**config.mk**
```make
export PLATFORM = sky130hd
export DESIGN_NAME = instr_fetch_unit
export DESIGN_NICKNAME = d
export VERILOG_FILES = /design/src/rtl/instr_fetch_unit.sv
export SDC_FILE = /design/constraint.sdc
export NUM_CORES = 1
export LEC_CHECK = 0
export CAP_MARGIN = 20
export CORE_MARGIN = 5
export CORE_UTILIZATION = 35
export DETAILED_ROUTE_END_ITERATION = 8
export MAX_ROUTING_LAYER = met4
export PLACE_DENSITY = 0.55
export SYNTH_ARGS = -nofsm -noshare
export SYNTH_HDL_FRONTEND = slang
export SYNTH_SLANG_ARGS = --single-unit
```
**constraint.sdc**
```tcl
create_clock -name clk -period 4.7 [get_ports clk]
set_input_delay 0.94 -clock clk [delete_from_list [all_inputs] [get_ports clk]]
set_output_delay 0.94 -clock clk [all_outputs]
set_load 0.005 [all_outputs]
```
**src/rtl/instr_fetch_unit.sv**
```systemverilog
// Instruction fetch unit: owns the PC, issues in-order requests to IMEM and
// buffers returned words in a small queue for the decoder. A redirect
// flushes the queue and discards any responses still in flight.
module instr_fetch_unit #(
    parameter logic [31:0] RESET_PC = 32'h0000_0000,
    parameter int          QDEPTH   = 2
) (
    input  logic        clk,
    input  logic        rst_n,
    output logic        imem_req_valid,
    input  logic        imem_req_ready,
    output logic [31:0] imem_addr,
    input  logic        imem_rsp_valid,
    input  logic [31:0] imem_rsp_data,
    output logic        instr_valid,
    input  logic        instr_ready,
    output logic [31:0] instr_out,
    output logic [31:0] instr_pc,
    input  logic        redirect_valid,
    input  logic [31:0] redirect_pc,
    output logic        misalign_err
);

    localparam int PTR_W = $clog2(QDEPTH);
    localparam int CNT_W = PTR_W + 1;
    localparam logic [31:0]      NOP      = 32'h0000_0013;
    localparam logic [PTR_W-1:0] PTR_ONE  = PTR_W'(1);
    localparam logic [CNT_W-1:0] CNT_ONE  = CNT_W'(1);
    localparam logic [CNT_W:0]   QDEPTH_W = (CNT_W + 1)'(QDEPTH);

    typedef enum logic {
        ST_RUN   = 1'b0,
        ST_DRAIN = 1'b1
    } state_t;

    state_t           state_reg;
    logic [31:0]      pc_reg;
    logic [CNT_W-1:0] outstanding_reg;
    logic [CNT_W-1:0] qcount_reg;
    logic [CNT_W-1:0] outstanding_next;
    logic [CNT_W-1:0] qcount_next;
    logic [PTR_W-1:0] q_head_reg;
    logic [PTR_W-1:0] q_tail_reg;
    logic [PTR_W-1:0] pf_head_reg;
    logic [PTR_W-1:0] pf_tail_reg;
    logic             misalign_err_reg;

    // Instruction queue (word + its PC) and the PC FIFO of outstanding requests
    logic [31:0] q_data_mem [QDEPTH];
    logic [31:0] q_pc_mem   [QDEPTH];
    logic [31:0] pf_mem     [QDEPTH];

    logic [CNT_W:0] credit_used;
    logic           run_st;
    logic           req_fire;
    logic           rsp_take;
    logic           push;
    logic           pop;

    assign run_st      = (state_reg == ST_RUN);
    // Requests in flight plus queued words may never exceed the queue size,
    // so every response is guaranteed a free queue slot.
    assign credit_used = {1'b0, outstanding_reg} + {1'b0, qcount_reg};

    assign imem_req_valid = rst_n && !redirect_valid && run_st && (credit_used < QDEPTH_W);
    assign imem_addr      = pc_reg;
    assign req_fire       = imem_req_valid && imem_req_ready;

    // A response with nothing outstanding is a protocol error and is ignored
    assign rsp_take = imem_rsp_valid && (outstanding_reg != '0);
    assign push     = rsp_take && run_st && !redirect_valid;

    assign instr_valid = run_st && (qcount_reg != '0);
    assign pop         = instr_valid && instr_ready && !redirect_valid;

    assign instr_out    = (qcount_reg != '0) ? q_data_mem[q_head_reg] : NOP;
    assign instr_pc     = (qcount_reg != '0) ? q_pc_mem[q_head_reg]   : 32'h0000_0000;
    assign misalign_err = misalign_err_reg;

    // Next values of the outstanding-request and queue-occupancy counters
    always_comb begin
        outstanding_next = outstanding_reg;
        case ({req_fire, rsp_take})
            2'b10:   outstanding_next = outstanding_reg + CNT_ONE;
            2'b01:   outstanding_next = outstanding_reg - CNT_ONE;
            default: outstanding_next = outstanding_reg;
        endcase

        qcount_next = qcount_reg;
        case ({push, pop})
            2'b10:   qcount_next = qcount_reg + CNT_ONE;
            2'b01:   qcount_next = qcount_reg - CNT_ONE;
            default: qcount_next = qcount_reg;
        endcase
    end

    // Control state: FSM, PC, counters, queue and PC-FIFO pointers, error flag
    always_ff @(posedge clk) begin
        if (!rst_n) begin
            state_reg        <= ST_RUN;
            pc_reg           <= RESET_PC;
            outstanding_reg  <= '0;
            qcount_reg       <= '0;
            q_head_reg       <= '0;
            q_tail_reg       <= '0;
            pf_head_reg      <= '0;
            pf_tail_reg      <= '0;
            misalign_err_reg <= 1'b0;
        end else begin
            outstanding_reg <= outstanding_next;

            // The PC FIFO advances on every accepted request and every
            // response, dropped or not, so it stays aligned with IMEM order.
            if (req_fire) begin
                pc_reg      <= pc_reg + 32'd4;
                pf_tail_reg <= pf_tail_reg + PTR_ONE;
            end
            if (rsp_take) begin
                pf_head_reg <= pf_head_reg + PTR_ONE;
            end

            if (redirect_valid) begin
                // Redirect wins over push, pop and request
                pc_reg           <= redirect_pc & 32'hFFFF_FFFC;
                misalign_err_reg <= redirect_pc[1];
                qcount_reg       <= '0;
                q_head_reg       <= q_tail_reg;
                state_reg        <= (outstanding_next != '0) ? ST_DRAIN : ST_RUN;
            end else begin
                qcount_reg <= qcount_next;
                if (push) begin
                    q_tail_reg <= q_tail_reg + PTR_ONE;
                end
                if (pop) begin
                    q_head_reg <= q_head_reg + PTR_ONE;
                end
                if (state_reg == ST_DRAIN && outstanding_next == '0) begin
                    state_reg <= ST_RUN;
                end
            end
        end
    end

    // Storage writes: request PCs on issue, {word, pc} on an accepted response
    always_ff @(posedge clk) begin
        if (req_fire) begin
            pf_mem[pf_tail_reg] <= pc_reg;
        end
        if (push) begin
            q_data_mem[q_tail_reg] <= imem_rsp_data;
            q_pc_mem[q_tail_reg]   <= pf_mem[pf_head_reg];
        end
    end

endmodule

```
==> results of run 1 <==
## cells in the final DEF, fill, tap and decap left out, types with 2 or more instances in the layout
cell type,synthesis,final
sky130_fd_sc_hd__a211oi_1,3,3
sky130_fd_sc_hd__a21oi_1,30,30
sky130_fd_sc_hd__a2bb2oi_1,3,3
sky130_fd_sc_hd__a31oi_1,2,2
sky130_fd_sc_hd__a32oi_1,2,2
sky130_fd_sc_hd__and2_1,4,4
sky130_fd_sc_hd__and3_1,14,13
sky130_fd_sc_hd__and4_1,3,3
sky130_fd_sc_hd__buf_12,0,2
sky130_fd_sc_hd__buf_4,5,9
sky130_fd_sc_hd__bufinv_16,0,5
sky130_fd_sc_hd__clkbuf_1,23,3
sky130_fd_sc_hd__clkbuf_16,0,25
sky130_fd_sc_hd__clkdlybuf4s50_1,0,163
sky130_fd_sc_hd__clkinv_1,1,9
sky130_fd_sc_hd__conb_1,1,4
sky130_fd_sc_hd__dfxtp_1,42,41
sky130_fd_sc_hd__edfxtp_1,184,184
sky130_fd_sc_hd__ha_1,3,3
sky130_fd_sc_hd__inv_1,3,3
sky130_fd_sc_hd__mux2_2,33,33
sky130_fd_sc_hd__mux2i_1,63,63
sky130_fd_sc_hd__nand2_1,24,24
sky130_fd_sc_hd__nand3_1,12,12
sky130_fd_sc_hd__nand4_1,13,13
sky130_fd_sc_hd__nor2_1,86,83
sky130_fd_sc_hd__nor2_4,1,3
sky130_fd_sc_hd__nor3_1,5,5
sky130_fd_sc_hd__nor4_1,2,2
sky130_fd_sc_hd__o21a_1,5,5
sky130_fd_sc_hd__o21ai_0,15,15
sky130_fd_sc_hd__o22ai_1,9,9
sky130_fd_sc_hd__o311ai_0,2,2
sky130_fd_sc_hd__or3_1,3,3
sky130_fd_sc_hd__xnor2_1,6,6
sky130_fd_sc_hd__xor2_1,13,13
## cell families after synthesis
group                      Yosys count
AOI/OAI and AO/OA                   79
xor gates and xnor gates            19
adders and majority gates            4
buffers and inverters               43
DFF                                226
muxes                               96
other                                1
and+or+nand+nor                    171
## power breakdown
part | total (uW) | internal [uW] | switching (uW)
clock | 1970 | 1240 | 734
sequential | 2370 | 2300 | 69.7
combinational | 500 | 254 | 247
total | 4840 | 3790 | 1050
## final cells by class
class / count / area, um^2 / area share [%]
Sequential cell: 226 / 6370 / 53.29
Multi-Input combinational cell: 373 / 2549 / 21.32
Timing Repair Buffer: 175 / 1767 / 14.78
Clock buffer: 28 / 636.9 / 5.328
Tap cell: 335 / 419.2 / 3.507
Clock inverter: 15 / 192.7 / 1.612
Inverter: 5 / 18.77 / 0.1570
## per-layer routing
layer	up-vias	part of all wire (%)	routed length, um	global-route usage (%)
met3	22	5.8	1233	2.403
met4	0	1.5	308	3.341
met2	200	51	10720	24.82
met1	2783	42	8961	18.73
li1	2729	-	-	-
met5	-	0	0	-
## worst max-delay path: stages, from the launching register on
cell                              delay [ps]
sky130_fd_sc_hd__dfxtp_1                 540
sky130_fd_sc_hd__and2_1                  210
sky130_fd_sc_hd__fa_1                    420
sky130_fd_sc_hd__nor2_1                  130
sky130_fd_sc_hd__and3_1                  210
sky130_fd_sc_hd__clkdlybuf4s50_1         510
## path summary, 6_finish.rpt
kind                                                 start                endpoint  cells after the start
worst max-delay path            qcount_reg[0]$_SDFFE_PP0P_          imem_req_valid                      5
worst min-delay path              pf_head_reg$_SDFFE_PN0P_                register                      2
worst min register to register    pf_head_reg$_SDFFE_PN0P_                register                      2
worst max register to register  qcount_reg[0]$_SDFFE_PP0P_  state_reg$_SDFFE_PN0P_                     11
## through the flow
stage	power [uW]	setup WS [ps]	instances
floorplan	2684	336.5	642
global placement	2900	912.2	1113
detailed placement	2920	798.6	1113
CTS	4904	1136	1156
global route	5045	957.2	1157
finish	4839	1226	1157
==> flow_results.org, run 1 <==
** Routing
- Vias per std cell :: 4.956
- Residual DRC :: 0
- Average routed wire per standard cell :: 18.34 um
- The detailed router finished its first iteration with 442 violations.
- The count of nets left with antenna violations once routing finished came out at 0.
- Via count of the routed design :: 5734
- Detailed Route WL :: between 20000 and 25000 um
- The first detailed-routing pass took 5 iterations.

** Clocking
- Inserted Clock Buffers :: 24
- After clock tree synthesis, the flow added hold-fix buffers numbering 0.
- TritonCTS built the clock tree.
- Number of H-tree levels :: 1
- Maximum root-to-sink buffer count :: 3
- CTS placed an instance of sky130_fd_sc_hd__clkbuf_16 at the clock tree root.
- Clock insertion delay at the later pin of the skew report :: 510 ps
- Clock-pin slew was measured on the worst setup and hold paths at 60 ps.
- Post-CTS resize count :: 0
- Once the clock tree was built, the setup fixing pass inserted 0 buffers.
- Counting every sink on the clock net gives 226.

** Place
- Placed Area :: 11100 um^2
- At the end of routability-driven placement, the weighted congestion stood at 0.8078.
- Port Buffers :: around 160
- Summed over all nets, the half-perimeter wirelength after detailed placement is 14130 um.

** Die
- The region available for standard cell placement spans 25760 um^2.
- Die H :: 171.0 um
- Total number of placement rows :: 59
- Initial cell density of the core :: 35.22%
- Overall die area :: 29250 um^2
- Top-Level Pins :: 169
- In this run the horizontal extent of the chip is between 150 and 200 um.

** GRT
- Entering global routing, the biggest net connects 63 pins.
- The number of global-route vias before repair is 5824.
- Initial antenna violation count :: 0
- The total overflow left after global routing is 0.
- In the global route stage, overall resource usage came out at 14.69%.
- The first global-routing pass estimated 32890 um of wire.

** STA
- On the final layout, the worst hold slack is a little over 500 ps.
- Worst max-slew margin expressed relative to the limit :: 42.84%
- Setup repair after global routing left no endpoint under its margin.
- At the pin with the least slew margin, the transition time is 856.4 ps.
- Time the worst path needs with I/O delays and setup :: 3474 ps
- The final critical path takes up ~74% of the cycle.
- Derived from the worst setup path, the maximum achievable clock frequency is 0.2879 GHz.
- Max Clock Skew :: between 9 and 10 ps
- The final hold violation count is 0.
- Setup violations remaining at the end of the flow were counted as 0.
- Final TNS setup :: 0 ps
- The final max-slew violation count came to 0.

** Final layout
- 0 antenna diodes ended up in the layout.
- Once layout is complete, the utilization of the core stands at 46.39%.
- Register name with the most flops :: q_data_mem
- Area growth syn-to-layout :: 31.71%
- The net count of the finished layout is 879.
- After filler insertion, the fill cell instance count of the layout stands at 2253.
- After routing the design area is 11950 um^2.
- Share of final-layout standard cells stronger than drive strength 1 :: a little over a tenth
- The largest registers in the layout are q_data_mem: 64 flops, pf_mem: 60 flops, q_pc_mem: 60 flops.
- The register with the most flip-flops in the layout has 64 of them.

** Synthesis
- Summing the areas of all fa, ha and maj instances in the mapped netlist gives less than 1% of the synthesized area.
- Mean area per synthesized cell :: 14.20 um^2
- Fraction of the mapped netlist area in simple logic gates :: between 8 and 9%
- Most frequently used cell type in the post-synthesis netlist :: sky130_fd_sc_hd__edfxtp_1
- The synthesized netlist devotes 5.363% of its cell area to compound gates.
- Summing the sequential cell areas from Yosys gives 70.15% of the chip area.
- FF+latch count, synth :: 226
- After synthesis, the largest family of logic cells by area is multiplexers.
- Post-synth top flop :: sky130_fd_sc_hd__edfxtp_1
- Post-synthesis share of cell area spent on xor and xnor gates :: about 1.8%
- Synthesis handed over a netlist of 639 instances.
- Counting distinct cell types in the post-synthesis netlist gives 49.
- After synthesis, the share of flip-flops with an asynchronous set or reset is 0%.
- Biggest area contributors in the synthesized netlist :: sky130_fd_sc_hd__edfxtp_1 (61%), sky130_fd_sc_hd__dfxtp_1 (9.3%), sky130_fd_sc_hd__mux2i_1 (6.9%), sky130_fd_sc_hd__mux2_2 (4.1%), sky130_fd_sc_hd__nor2_1 (3.6%)
- Counting instances in the post-synthesis netlist gives the leading cell types as sky130_fd_sc_hd__edfxtp_1 (184), sky130_fd_sc_hd__nor2_1 (86), sky130_fd_sc_hd__mux2i_1 (63).
- Of the post-synthesis cell area, the part taken by muxes is approximately 11%.
- Yosys Warn Count :: 0
- Yosys mapped a number of flops with a built-in enable equal to ~180.
- Synthesized cell area :: 9075 um^2
- Cell type with the highest aggregate area in the netlist :: sky130_fd_sc_hd__edfxtp_1
- Top-area cell type share of the netlist area :: 60.89%

** Hold path
- Worst Hold Class :: register to register

** Power
- For this design the ratio of total power to cell area is 404.8 nW/um^2.
- Static leakage :: 0.003917 uW
- Max rail drop VDD :: 0.0001782 V

** Critical path
- The critical path in this run is classified as register to output port.
- Data required time at the worst endpoint :: ~3800 ps
- Along the worst path, the maximum fanout reaches 7.
- The worst setup path is captured at an output port.
- Crit path DAT :: 2530 ps
- STA classifies the critical path startpoint as a register.
- Slack of the worst reg-to-reg path :: roughly 1300 ps

** Run
- Across the run, the number of max-cap violations was 0.

** Status
- The flow ran to the end, and the final reports show no timing, DRC or antenna violations.
Power figures use the tool's default switching activity.
==> run 2, diff against run 1 <==
Settings changed: PLACE_DENSITY 0.55 to 0.57.
Clock period 4.7 ns to 2.92 ns, I/O delays scaled along.
==> run 2 against run 1 <==
Via count up 1.5%. Final cell count up 1.6%. Sequential share of layout area down 0.80 points. Register-to-register slack worse by 850 ps. Wire length up 2.7%. Critical path depth down 1. Critical endpoint is now instr_pc[24]. Die area unchanged. Clock power up 62%. First-iteration DRC count down 19%. Critical path type unchanged.
==> flow_results.org, run 2 (synthesis gave the netlist of run 1 again) <==
** Status
- Status :: completed

** STA
- Number of hold violations in the final report :: 0
- Max-slew violation total from the final report :: 0
- Final TNS setup :: 0 ps
- After layout, the worst path uses 94.49% of the clock period.
- Transition time at the pin with the least slew margin :: 800.0 ps
- Setup violations remaining at the end of the flow were counted as 0.
- Achievable frequency :: 0.3624 GHz
- Time the worst path needs with I/O delays and setup :: approximately 2800 ps
- Unrepaired setup endpoints after global routing :: false
- Headroom to the max-slew limit came out at 46.37%.
- Max Clock Skew :: 16.68 ps

** Routing
- Average routed wire per standard cell :: 18.54 um
- After detailed routing, the number of remaining DRC violations is 0.
- Detailed Route WL :: 21800 um
- Before antenna repair, the detailed router went through 5 iterations.
- The final route contains a little under 6000 vias.
- For this block, the initial DRC count from the detailed router was between 300 and 400.
- Dividing the detail-routed via count by the number of cells gives between 4 and 5.
- Antenna-violating nets left :: 0

** Critical path
- Critical path cell sequence :: buf_12 > mux2i_1 > nor2_1 > clkdlybuf4s50_1
- Counting buffers and inverters, the worst setup path is 4 cells deep.
- For this run, the slowest stage of the critical path takes about 540 ps.
- Worst reg-to-reg path cell count :: 9
- Critical path class :: register to output port
- For flop-to-flop paths, the worst setup slack is 410 ps.
- Top delay family on crit path :: buffers and inverters
- Buffer and inverter count on the worst path :: 2
- Data on the critical path is required at its endpoint by around 2300 ps.
- Critical Path Sink Type :: output port
- Crit start category :: register
- Crit path DAT :: 2180 ps
- The slowest stage of the critical path belongs to the cell sky130_fd_sc_hd__dfxtp_4.
- In this run the worst path has a maximum fanout of 30.
- The worst register-to-register path begins at outstanding_reg[0]$_SDFF_PN0_.

** Hold path
- In this run the most critical hold path is launched from misalign_err$_SDFFE_PN0P_.
- Counting instances, the worst hold path has a depth of 2.
- The min-delay analysis places its worst path in the category register to register.

** GRT
- Vias in the first global route :: slightly above 6000
- The number of antenna violations at the first check in global routing came to 0.
- Entering global routing, the biggest net connects 43 pins.
- The first global-routing pass estimated 33530 um of wire.
- Across every metal layer, demand over resource in global routing totals 14.98%.
- GRT overflow :: 0

** Clocking
- TritonCTS built the clock tree.
- Maximum root-to-sink buffer count :: 3
- Clock insertion delay at the later pin of the skew report :: ~510 ps
- The tree is rooted in a sky130_fd_sc_hd__clkbuf_16.
- In this run the number of H-tree levels came out at 1.
- CTS Hold Buffers Added :: 0
- Clock input transition at the sequential cells of the worst setup and hold paths :: ~60 ps
- Inserted Clock Buffers :: 24
- Number of clock sinks :: 226

** Final layout
- Register name with the most flops :: q_data_mem
- Commonest non-fill, non-tap cell in the layout :: sky130_fd_sc_hd__edfxtp_1
- The post-route netlist has between 10 and 15% of its cells at a drive strength greater than 1.
- Highest-count cells in the layout ignoring fill and taps :: sky130_fd_sc_hd__edfxtp_1 (184), sky130_fd_sc_hd__clkdlybuf4s50_1 (162), sky130_fd_sc_hd__nor2_1 (82), sky130_fd_sc_hd__mux2i_1 (63), sky130_fd_sc_hd__dfxtp_1 (40)
- # nets final :: about 900
- Fill cells in the final layout number 2272.
- In the final layout, the registers with the most flip-flops are q_data_mem: 64 flops, pf_mem: 60 flops, q_pc_mem: 60 flops.
- Antenna fix cells :: 0
- Relative to the synthesized area, the layout overhead comes to 33.75%.
- Largest register FFs :: 64

** Power
- Overall power consumption :: 7858 uW
- The worst-case IR drop observed on VDD is 0.0003217 V.
- Summed over all cells, the static leakage comes to 0.004029 uW.
- Power spread over the standard cell area amounts to 647.4 nW/um^2.

** Place
- Detailed placement HPWL :: 14690 um
- In this run the tool buffered the top-level ports with 163 buffer cells.
- GPL Wtd Cong :: 0.8312

** Die
- The die is approximately 170 um tall.
- CORE AREA :: 25760 um^2
- During I/O placement, the number of pins put on the boundary was 169.
- Total number of placement rows :: 59
- Die Width :: 171.0 um
- For this configuration, the core starts out at a cell density of 35.22%.
- The floorplan step defined a die boundary enclosing 29250 um^2.

** Run
- Max-cap violations in this run came to 0.
run 2: cell types whose count changed in the layout (fill, tap and decap cells not counted), moves of 2 or more:
cell                       delta
sky130_fd_sc_hd__and3_4       +2
sky130_fd_sc_hd__buf_12       +2
sky130_fd_sc_hd__buf_4       +16
sky130_fd_sc_hd__clkbuf_8     +4
sky130_fd_sc_hd__clkinv_1     -5
sky130_fd_sc_hd__clkinv_2     +2
run 2: final cells by class:
cell class | count | area [um^2] | share of cell area, %
tap | 335 | 419.2 | 3.453
sequential | 226 | 6371 | 52.49
clock inverter | 11 | 153.9 | 1.268
inverter | 5 | 18.77 | 0.1546
timing repair buffer | 193 | 1913 | 15.76
clock buffer | 33 | 695.7 | 5.731
multi-input combinational | 373 | 2566 | 21.14
run 2: where the power goes:
group          internal (uW)  leakage, uW  total [uW]  switching [uW]
clock                   2010     0.000415        3190            1180
combinational            430      0.00159         844             414
sequential              3700      0.00202        3820             118
total                   6140      0.00403        7860            1710
run 2: final timing paths:
path / to
max: instr_pc[24]
min: misalign_err$_SDFFE_PN0P_
min reg2reg: misalign_err$_SDFFE_PN0P_
max reg2reg: imem_addr[7]$_SDFFE_PN0P_
run 2: tightest hold or removal path, cell delays in order (launching register included):
cell	delay [ps]
sky130_fd_sc_hd__dfxtp_1	340
sky130_fd_sc_hd__mux2i_1	70
sky130_fd_sc_hd__nor2_1	80
run 2: per-stage QoR:
stage                     utilization, %  setup WS (ps)  cell area [um^2]  instances  hold WS [ps]
after CTS                          47.11          99.32             12140       1176         529.7
after floorplan                        -          29.35              9104        642         481.3
after global routing               47.11          65.89             12140       1176         566.8
final                              47.11          160.9             12140       1176         522.1
after global placement             43.73          245.9             11270       1131         480.5
after detailed placement           43.73          190.8             11270       1131         507.5
run 2: repair_timing:
item | in CTS | in global routing
endpoints found under the setup margin | 2 | 0
buffers inserted | 1 | 0
gates resized for setup | 4 | 0
run 2: routing by layer:
layer	track usage (%)	vias up	wire [um]
met5	-	-	0
met2	24.22	205	10670
met3	2.911	34	1347
met1	19.33	2830	9341
met4	4.375	0	446
li1	-	2752	-
